==> src/rtl/parking_pkg.sv <==
// Shared types and constants for the parking gate/slot controller.
package parking_pkg;

    localparam int SLOT_W            = 4;
    localparam int DEFAULT_NUM_SLOTS = 6;

    typedef enum logic [1:0] {
        ST_IDLE     = 2'd0,
        ST_GATE     = 2'd1,
        ST_ERR      = 2'd2,
        ST_WAIT_REL = 2'd3
    } state_t;

endpackage

==> src/rtl/hold_timer.sv <==
// Counts 0..length-1 after a start pulse and flags the final count with a one-cycle done.
// The count parks at zero when idle so it never wraps.
module hold_timer #(
    parameter int W = 8
) (
    input  logic         clk,
    input  logic         rst,
    input  logic         start,
    input  logic [W-1:0] length,
    output logic         done
);

    logic [W-1:0] count;
    logic         running;

    assign done = running && (count == length - W'(1));

    always_ff @(posedge clk) begin
        if (rst) begin
            count   <= '0;
            running <= 1'b0;
        end else if (start) begin
            count   <= '0;
            running <= 1'b1;
        end else if (done) begin
            count   <= '0;
            running <= 1'b0;
        end else if (running) begin
            count   <= count + W'(1);
        end
    end

endmodule

==> src/rtl/parking_ctrl.sv <==
// Gate/slot controller: turns keypad presses into entry/exit requests, tracks occupancy,
// and holds either the gate or the error indicator for a fixed number of cycles.
module parking_ctrl
    import parking_pkg::*;
#(
    parameter int NUM_SLOTS   = DEFAULT_NUM_SLOTS,
    parameter int GATE_CYCLES = 100_000_000,
    parameter int ERR_CYCLES  = 50_000_000
) (
    input  logic                 clk,
    input  logic                 rst,
    input  logic [SLOT_W-1:0]    key_value,
    input  logic                 key_press,
    input  logic                 mode_exit,
    output logic                 stby,
    output logic [NUM_SLOTS-1:0] slot_occ,
    output logic [SLOT_W-1:0]    free_count,
    output logic                 gate_open,
    output logic                 err,
    output logic [SLOT_W-1:0]    last_slot,
    output logic [1:0]           state_dbg
);

    localparam int TIMER_MAX = (GATE_CYCLES > ERR_CYCLES) ? GATE_CYCLES : ERR_CYCLES;
    localparam int TIMER_W   = $clog2(TIMER_MAX + 1);
    localparam logic [TIMER_W-1:0] GATE_LEN = TIMER_W'(GATE_CYCLES);
    localparam logic [TIMER_W-1:0] ERR_LEN  = TIMER_W'(ERR_CYCLES);

    state_t                 state, state_next;
    logic                   press_q;
    logic [NUM_SLOTS-1:0]   slot_occ_q, slot_occ_next;
    logic [SLOT_W-1:0]      last_slot_q, last_slot_next;
    logic [SLOT_W-1:0]      occ_cnt;
    logic                   accept, key_valid, slot_hit;
    logic                   timer_start, timer_done;
    logic [TIMER_W-1:0]     timer_len;

    assign accept    = (state == ST_IDLE) && key_press && !press_q;
    assign key_valid = (key_value != '0) && (key_value <= SLOT_W'(NUM_SLOTS));
    assign timer_len = (state == ST_ERR) ? ERR_LEN : GATE_LEN;

    always_comb begin
        slot_hit = 1'b0;
        occ_cnt  = '0;
        for (int i = 0; i < NUM_SLOTS; i++) begin
            if (key_value == SLOT_W'(i + 1)) slot_hit = slot_occ_q[i];
            occ_cnt = occ_cnt + SLOT_W'(slot_occ_q[i]);
        end
    end

    // A request succeeds when the slot's occupancy is the opposite of what the request produces.
    always_comb begin
        state_next     = state;
        slot_occ_next  = slot_occ_q;
        last_slot_next = last_slot_q;
        timer_start    = 1'b0;
        case (state)
            ST_IDLE: begin
                if (accept && key_valid) begin
                    last_slot_next = key_value;
                    timer_start    = 1'b1;
                    if (mode_exit == slot_hit) begin
                        for (int i = 0; i < NUM_SLOTS; i++) begin
                            if (key_value == SLOT_W'(i + 1)) slot_occ_next[i] = ~mode_exit;
                        end
                        state_next = ST_GATE;
                    end else begin
                        state_next = ST_ERR;
                    end
                end
            end
            ST_GATE, ST_ERR: begin
                if (timer_done) state_next = ST_WAIT_REL;
            end
            ST_WAIT_REL: begin
                if (!key_press) state_next = ST_IDLE;
            end
            default: state_next = ST_IDLE;
        endcase
    end

    always_ff @(posedge clk) begin
        if (rst) begin
            state       <= ST_IDLE;
            press_q     <= 1'b0;
            slot_occ_q  <= '0;
            last_slot_q <= '0;
        end else begin
            state       <= state_next;
            press_q     <= key_press;
            slot_occ_q  <= slot_occ_next;
            last_slot_q <= last_slot_next;
        end
    end

    hold_timer #(.W(TIMER_W)) u_timer (
        .clk    (clk),
        .rst    (rst),
        .start  (timer_start),
        .length (timer_len),
        .done   (timer_done)
    );

    assign stby       = (state == ST_IDLE) || (state == ST_WAIT_REL);
    assign gate_open  = (state == ST_GATE);
    assign err        = (state == ST_ERR);
    assign slot_occ   = slot_occ_q;
    assign free_count = SLOT_W'(NUM_SLOTS) - occ_cnt;
    assign last_slot  = last_slot_q;
    assign state_dbg  = state;

endmodule

==> config.mk <==
export PLATFORM = sky130hd
export DESIGN_NAME = parking_ctrl
export DESIGN_NICKNAME = d
export VERILOG_FILES = /design/src/rtl/parking_pkg.sv /design/src/rtl/hold_timer.sv /design/src/rtl/parking_ctrl.sv
export SDC_FILE = /design/constraint.sdc
export NUM_CORES = 1
export LEC_CHECK = 0
export ABC_AREA = 1
export CAP_MARGIN = 10
export CORE_MARGIN = 2
export CORE_UTILIZATION = 30
export CTS_BUF_LIST = sky130_fd_sc_hd__clkbuf_4 sky130_fd_sc_hd__clkbuf_8
export CTS_CLUSTER_SIZE = 8
export DETAILED_ROUTE_END_ITERATION = 7
export PLACE_DENSITY_LB_ADDON = 0.08
export SLEW_MARGIN = 20
export SYNTH_ARGS = -nofsm -noshare
export SYNTH_HDL_FRONTEND = slang
export SYNTH_HIERARCHICAL = 1
export SYNTH_SLANG_ARGS = --single-unit
==> constraint.sdc <==
create_clock -name clk -period 4.7 [get_ports clk]
set_clock_uncertainty 0.1 [all_clocks]
set_input_delay 0.705 -clock clk [delete_from_list [all_inputs] [get_ports clk]]
set_output_delay 0.705 -clock clk [all_outputs]
set_load 0.005 [all_outputs]
==> impl_results.md, run 1 <==
- Die Wd: 116.4 um
- Final Max Tran Viols: 0
- Crit. End Element: output port
- Fin crit period: 3.310 ns
- RSZ-0062 raised after global routing: no
- Reg2reg start: state_dbg[0]
- Syn-to-layout area delta: 18.43%
- Clock power frac: ~25%
- Sequential-to-total area share from yosys stat: 21.67%
- Post-CTS Setup Bufs: 0
- GRT Overall Usage: between 10% and 20%
- Die Span Y: about 120 um
- GPL Wtd Cong: 0.8806
- Max VDD drop: between 90 and 100 uV
- # port buffers: 25
- Layout cell share with drive strength beyond 1: roughly a tenth
- Ys async rst share: 0%
- Initial detailed-routing violation count: 198
- First-pass GRT wire length: 16940 um
- Count leader, synth: nand2_1
- Reg2reg path depth: 22
- Final hold vios: 0
- Total CTS buffers: 5
- Clock root buffer: clkbuf_8
- Largest net degree at the start of global routing: 28
- Worst Min Path Start: last_slot[3]
- CTS max path bufs: 2
- Sw frac: 37.51%
- Crit path required time: ~4 ns
- Slew HR: between 60% and 70%
- CP arrival: 2.51 ns
- Core area: 12470 sq um
- Register bit count reported by yosys: 41
- Synth Cell Area: 3787 sq um
- Syn Inst Count: 614
- Die area: 13540 sq um
- Most frequent cells after synthesis: nand2_1 (159), nor2_1 (95), inv_1 (90), nand3_1 (48), dfxtp_1 (41)
- Yosys top cell area share: 21.67%
- Slowest cell on crit path: fa_1
- Clock Latency Late Sink: around 0.30 ns
- Starting Density: 30.38%
- Startpoint Class: flop
- Status: complete, no violations
- Final setup vio count: 0
- Initial antenna violation count: 0
- Leak: 1.945 nW
- Standard-cell rows: 41
- Top Family by Delay on Critical Path: adder cells
- Synth area leaders: dfxtp_1 (22%), nand2_1 (16%), nor2_1 (9.4%)
- Most frequent CP cell: fa_1
- Logic gate share of total power: 36.0%
- HP Class: reg -> reg
- CTS sink cnt: 41
- CP Class: reg -> out
- Post-route DRC violation count: 0
- Vias per cell: 4.222
- Detailed placement HPWL: 8236 um
- Post-CTS Resized: 0
- WHS Path Cells: 2
- Max incr delay on CP: 0.51 ns
- Setup_tns: 0 ns
- Pwr per Cell Area: 214.0 nW/um^2
- Critical Path Fanout Max: 3
- Routed WL per cell: 11.49 um
- Antenna viol nets, final: 0
- # hold bufs at CTS: 0
- Clk slew on worst S/H paths: 0.08 ns
- Seq pwr share: 38.6%
- Vias in the first global route: 3484
- Worst R2R End: state_dbg[0]
- Post-Syn Area per Cell: 6.168 sq um
- Prevailing post-synth register cell: dfxtp_1
- Synth area leader: dfxtp_1
- Buf/Inv on CP: 2
- Crit-path cells: inv_1, fa_1, ha_1, fa_1, clkdlybuf4s50_1
- Unique masters post-synth: ~40
- Top-level I/O count: 27
- Part of the cycle the worst path needs: 70.44%
- Core Util, Final: 35.98%
- Number of synthesized flops with an enable pin: 0
- Worst Max-Slew Pin Slew: about 0.57 ns
- R2R setup slack: 1.55 ns
- Diodes inserted: 0
- Internal power: 599.9 uW
- Via count: between 3000 and 4000
- CTS tree: built
- Hold EP: last_slot[3]
- Warning count from the yosys run: 6
- Placed insts: 859
- # Max-Cap Violations: 0
- Sw Pwr: around 360 uW
- Final std cells w/o fill: about 870
- Drt first pass iters: 5
- WL final: 9947 um
- # fillers: 1398
- Total grt overflow: 0
- Achievable frequency: 302.1 MHz
- NumNets Final: 713
- # H-tree levels: 2
[worst reg2reg max path, delay by kind of cell, from the launching register on]
family / cells / cell delay (ns)
AO/OA/AOI/OAI: 3 / 0.30
AND/OR/NAND/NOR: 14 / 1.38
adder cells (fa/ha/maj): 1 / 0.36
buffers and inverters: 4 / 0.58
flip-flops: 1 / 0.36
[power by group through the flow]
| stage | Combinational [mW] | Sequential [mW] | Clock, mW |
|---|---|---|---|
| 2_1_floorplan | 0.245 | 0.377 | 0 |
| 3_3_place_gp | 0.340 | 0.378 | 0 |
| 3_5_place_dp | 0.338 | 0.379 | 0 |
| 4_1_cts | 0.341 | 0.371 | 0.262 |
| 5_1_grt | 0.398 | 0.373 | 0.272 |
| 6_report | 0.345 | 0.371 | 0.244 |
[kinds of logic (layout without fill, tap and decap cells)]
kind of cell / Yosys count / after routing / synth area share, %
adder cells (fa/ha/maj): 11 / 11 / 4.229
AO/OA/AOI/OAI: 29 / 29 / 4.658
flip-flops: 41 / 41 / 21.67
XOR/XNOR: 36 / 36 / 8.325
AND/OR/NAND/NOR: 392 / 392 / 49.62
other: 2 / 56 / 0.1983
buffers and inverters: 103 / 129 / 11.30
[cell type report]
type	instances	area (sq um)	share of cell area (%)
well taps	172	215.2	4.798
flip-flops and latches	41	820.8	18.30
inverters	96	360.3	8.033
clock inverters	1	7.507	0.1674
multi-input cells	524	2741	61.12
clock buffers	6	82.58	1.841
repair buffers	26	257.7	5.746
[flip-flops by register name, indices dropped and copies added, names as in the netlist]
register         flops
press_q              1
slot_occ             6
u_timer/count       27
last_slot            4
state_dbg            2
u_timer/running      1
[metrics by stage]
step / setup slack [ns] / power, mW / area, sq um / hold WS [ns]
3_3_place_gp: 1.590 / 0.7185 / 4395 / 0.3313
3_5_place_dp: 1.549 / 0.7172 / 4395 / 0.3328
2_1_floorplan: 1.561 / 0.6224 / 3990 / 0.3343
5_1_grt: 1.140 / 1.043 / 4486 / 0.3645
6_report: 1.390 / 0.9600 / 4486 / 0.3445
4_1_cts: 1.353 / 0.9737 / 4486 / 0.3486
[cells in the final DEF, fill, tap and decap left out, types with 2 or more instances in the layout]
cell / count
clkbuf_8: 6
ha_1: 8
nand2_4: 3
o21ai_1: 5
xor2_1: 25
xnor2_1: 11
o21ai_0: 6
nand3_1: 48
clkdlybuf4s50_1: 25
o21bai_1: 2
nand3_2: 7
o22ai_1: 2
nor2_2: 22
nand3b_1: 7
fa_1: 3
a21oi_1: 7
a21oi_2: 5
inv_2: 5
nor2_4: 5
nor2_1: 95
nor3_1: 7
dfxtp_1: 41
inv_1: 90
nand2_2: 8
nand4_1: 18
nand2_1: 159
conb_1: 56
nor3_2: 5
[routing by layer]
metal | GRT usage, % | part of all wire, %
met4 | 4.048 | 1.3
met5 | 0 | 0
met2 | 25.39 | 43
met1 | 23.05 | 53
met3 | 2.491 | 3.0
[worst max-delay path by stage]
stage                  from       endpoint  slack, ns  depth (start not counted)
4_1_cts         slot_occ[4]  free_count[1]       1.35                          5
2_1_floorplan  state_dbg[0]   state_dbg[0]       1.56                         20
5_1_grt        state_dbg[0]   state_dbg[0]       1.14                         22
3_3_place_gp   state_dbg[0]   state_dbg[0]       1.59                         20
3_5_place_dp   state_dbg[0]   state_dbg[0]       1.55                         22
6_report        slot_occ[4]  free_count[1]       1.39                          5
Power figures use the tool's default switching activity.
==> run 2, diff against run 1 <==
==> constraint.sdc (replaced) <==
create_clock -name clk -period 2.9 [get_ports clk]
set_clock_uncertainty 0.1 [all_clocks]
set_input_delay 0.435 -clock clk [delete_from_list [all_inputs] [get_ports clk]]
set_output_delay 0.435 -clock clk [all_outputs]
set_load 0.005 [all_outputs]
==> run 2 against run 1 <==
  * Sequential share of layout area decreased by 0.58 points
  * Final cell count rose by 1.2%
  * Sequential power rose by 61%
  * Clock power grew 130%
  * Die area stayed put
  * Hold slack barely moved
  * Clock-buffer cell count decreased by 1
  * Global-route usage up 0.27 points
  * Flip-flop and latch count unchanged
  * Via count rose by 1.1%
  * Utilization is 1.6 points higher
  * Largest cell class unchanged
  * Largest power group is now combinational logic
  * Highest routed layer unchanged
==> impl_results.md, run 2 (synthesized netlist as in run 1, its figures left out) <==
- Sw frac: 34.79%
- Starting Density: 30.38%
- Setup_tns: 0 ns
- Startpoint Class: flop
- Worst Min Path Start: last_slot[3]
- Crit path required time: 2.37 ns
- Most frequent CP cell: fa_1
- # H-tree levels: 2
- R2R setup slack: 0.22 ns
- Internal power: around 1.2 mW
- # Max-Cap Violations: 0
- Clock root buffer: clkbuf_8
- Sw Pwr: ~630 uW
- HP Class: reg -> reg
- Post-placement setup slack: ~0.094 ns
- Achievable frequency: 360.5 MHz
- Clk slew on worst S/H paths: 0.09 ns
- Seq pwr share: 32.9%
- Commonest non-fill, non-tap cell in the layout: nand2_1
- CP arrival: 2.24 ns
- Largest net degree at the start of global routing: 28
- CTS tree: built
- Worst R2R End: state_dbg[0]
- Status: complete, no violations
- Reg2reg path depth: 22
- Part of the cycle the worst path needs: 95.67%
- First-pass GRT wire length: 17440 um
- Critical Path Fanout Max: 3
- Post-route DRC violation count: 0
- Via count: 3697
- Biggest register: u_timer/count
- Initial antenna violation count: 0
- Slew HR: 65.24%
- Initial detailed-routing violation count: 204
- Hold EP: last_slot[3]
- Die Wd: 116.4 um
- Final Max Tran Viols: 0
- Clock power frac: 31.5%
- WHS Path Cells: 2
- Placed insts: 865
- PnR worst setup slack: 0.1257 ns
- WL final: ~10000 um
- Routed WL per cell: 11.54 um
- Largest register FFs: 27
- # port buffers: 25
- Detailed placement HPWL: 8355 um
- Clock Latency Late Sink: 0.30 ns
- Vias per cell: about 4.2
- Logic gate share of total power: 35.6%
- Standard-cell rows: 41
- Core area: 12470 sq um
- Most frequent cells in the layout: nand2_1 (156), nor2_1 (92), inv_1 (88)
- Slowest cell on crit path: fa_1
- Worst Max-Slew Pin Slew: 0.5174 ns
- Crit-path cells: inv_1, fa_1, ha_2, fa_1, clkdlybuf4s50_1
- Top Family by Delay on Critical Path: adder cells
- Max incr delay on CP: 0.48 ns
- Crit. End Element: output port
- Total grt overflow: 0
- Total CTS buffers: 5
- Diodes inserted: 0
- Final std cells w/o fill: slightly below 900
- GPL Wtd Cong: slightly above 0.9
- Final hold vios: 0
- CTS max path bufs: 2
- Top-level I/O count: 27
- Antenna viol nets, final: 0
- # hold bufs at CTS: 0
- Layout cell share with drive strength beyond 1: 14.20%
- Pwr per Cell Area: around 390 nW/um^2
- Leak: 2.029 nW
- Die area: 13540 sq um
- GRT Overall Usage: approximately 16%
- Drt first pass iters: 5
- Syn-to-layout area delta: 23.59%
- Max VDD drop: 181.7 uV
- CTS sink cnt: between 40 and 50
- CP Class: reg -> out
- Fin crit period: 2.774 ns
- Vias in the first global route: 3634
- Reg2reg start: state_dbg[0]
- NumNets Final: 722
- Die Span Y: roughly 120 um
- Buf/Inv on CP: 2
- Final setup vio count: 0
==> run 2: cell count changes in the layout (fill, tap and decap cells not counted), sizes merged <==
cell	change
buf	+9
bufinv	+2
clkbuf	-1
dlygate4sd2	+1
clkinv	+1
inv	-1
clkdlybuf4s50	-1
==> run 2: cell type report <==
cell class	count	area, sq um
Fill cell	1353	7785
Multi-Input combinational cell	524	2789
Sequential cell	41	829.5
Inverter	96	364.1
Timing Repair Buffer	35	349.1
Tap cell	172	215.2
Clock buffer	5	68.82
Clock inverter	3	65.06
==> run 2: repair_timing <==
| item | 4_1_cts | 5_1_grt |
|---|---|---|
| setup endpoints to repair | 2 | 10 |
| pin swaps | 0 | 2 |
| gates resized for setup | 8 | 14 |
| buffers inserted | 1 | 2 |
==> run 2: worst max path at each step <==
stage / from / endpoint / slack, ns / cells past startpoint
final: slot_occ[1] / free_count[2] / 0.13 / 5
after global routing: state_dbg[0] / state_dbg[0] / -0.008 / 22
after CTS: state_dbg[0] / state_dbg[0] / 0.07 / 21
after detailed placement: state_dbg[0] / state_dbg[0] / 0.09 / 21
after global placement: slot_occ[4] / free_count[1] / 0.19 / 5
after floorplan: state_dbg[0] / state_dbg[0] / 0.04 / 20
==> run 2: worst reg2reg max path: stages, from the launching register on <==
cell and delay, ns:
dfxtp_1 0.35, inv_2 0.06, ha_4 0.19, buf_12 0.16
nor2_1 0.12, nand2_1 0.11, nor2_2 0.14, nand2_1 0.08
nand2_1 0.06, nand2_1 0.07, inv_1 0.06, nand4_1 0.07
nor2_1 0.12, nand2_1 0.07, nor2_2 0.13, nand3_2 0.10
inv_1 0.07, nor2_1 0.05, a21oi_2 0.11, o21ai_2 0.09
nor2_2 0.12, nand2_1 0.06, a21oi_1 0.11
==> run 2: metal layers <==
metal  vias up  track usage [%]  part of all wire, %
met2        49            26.51                   43
met1      1605            23.03                   52
met5         -                0                    0
met3        11            2.439                  2.9
li1       2032                -                    -
met4         0            3.810                  1.4
==> run 2: per-stage QoR <==
step	hold WS, ns	utilization [%]	total power, mW	area (sq um)
2_1_floorplan	0.3343	-	1.010	3993
3_3_place_gp	0.3296	35.84	1.211	4468
3_5_place_dp	0.3332	35.84	1.214	4468
4_1_cts	0.3466	37.06	1.792	4619
5_1_grt	0.3589	37.55	1.950	4681
6_report	0.3446	37.55	1.810	4681
==> run 2: power groups by stage <==
stage          combinational, mW  clock (mW)  sequential, mW
3_3_place_gp               0.603           0           0.608
6_report                   0.645       0.570           0.596
3_5_place_dp               0.607           0           0.608
5_1_grt                    0.741       0.610           0.599
2_1_floorplan              0.399           0           0.611
4_1_cts                    0.610       0.588           0.594
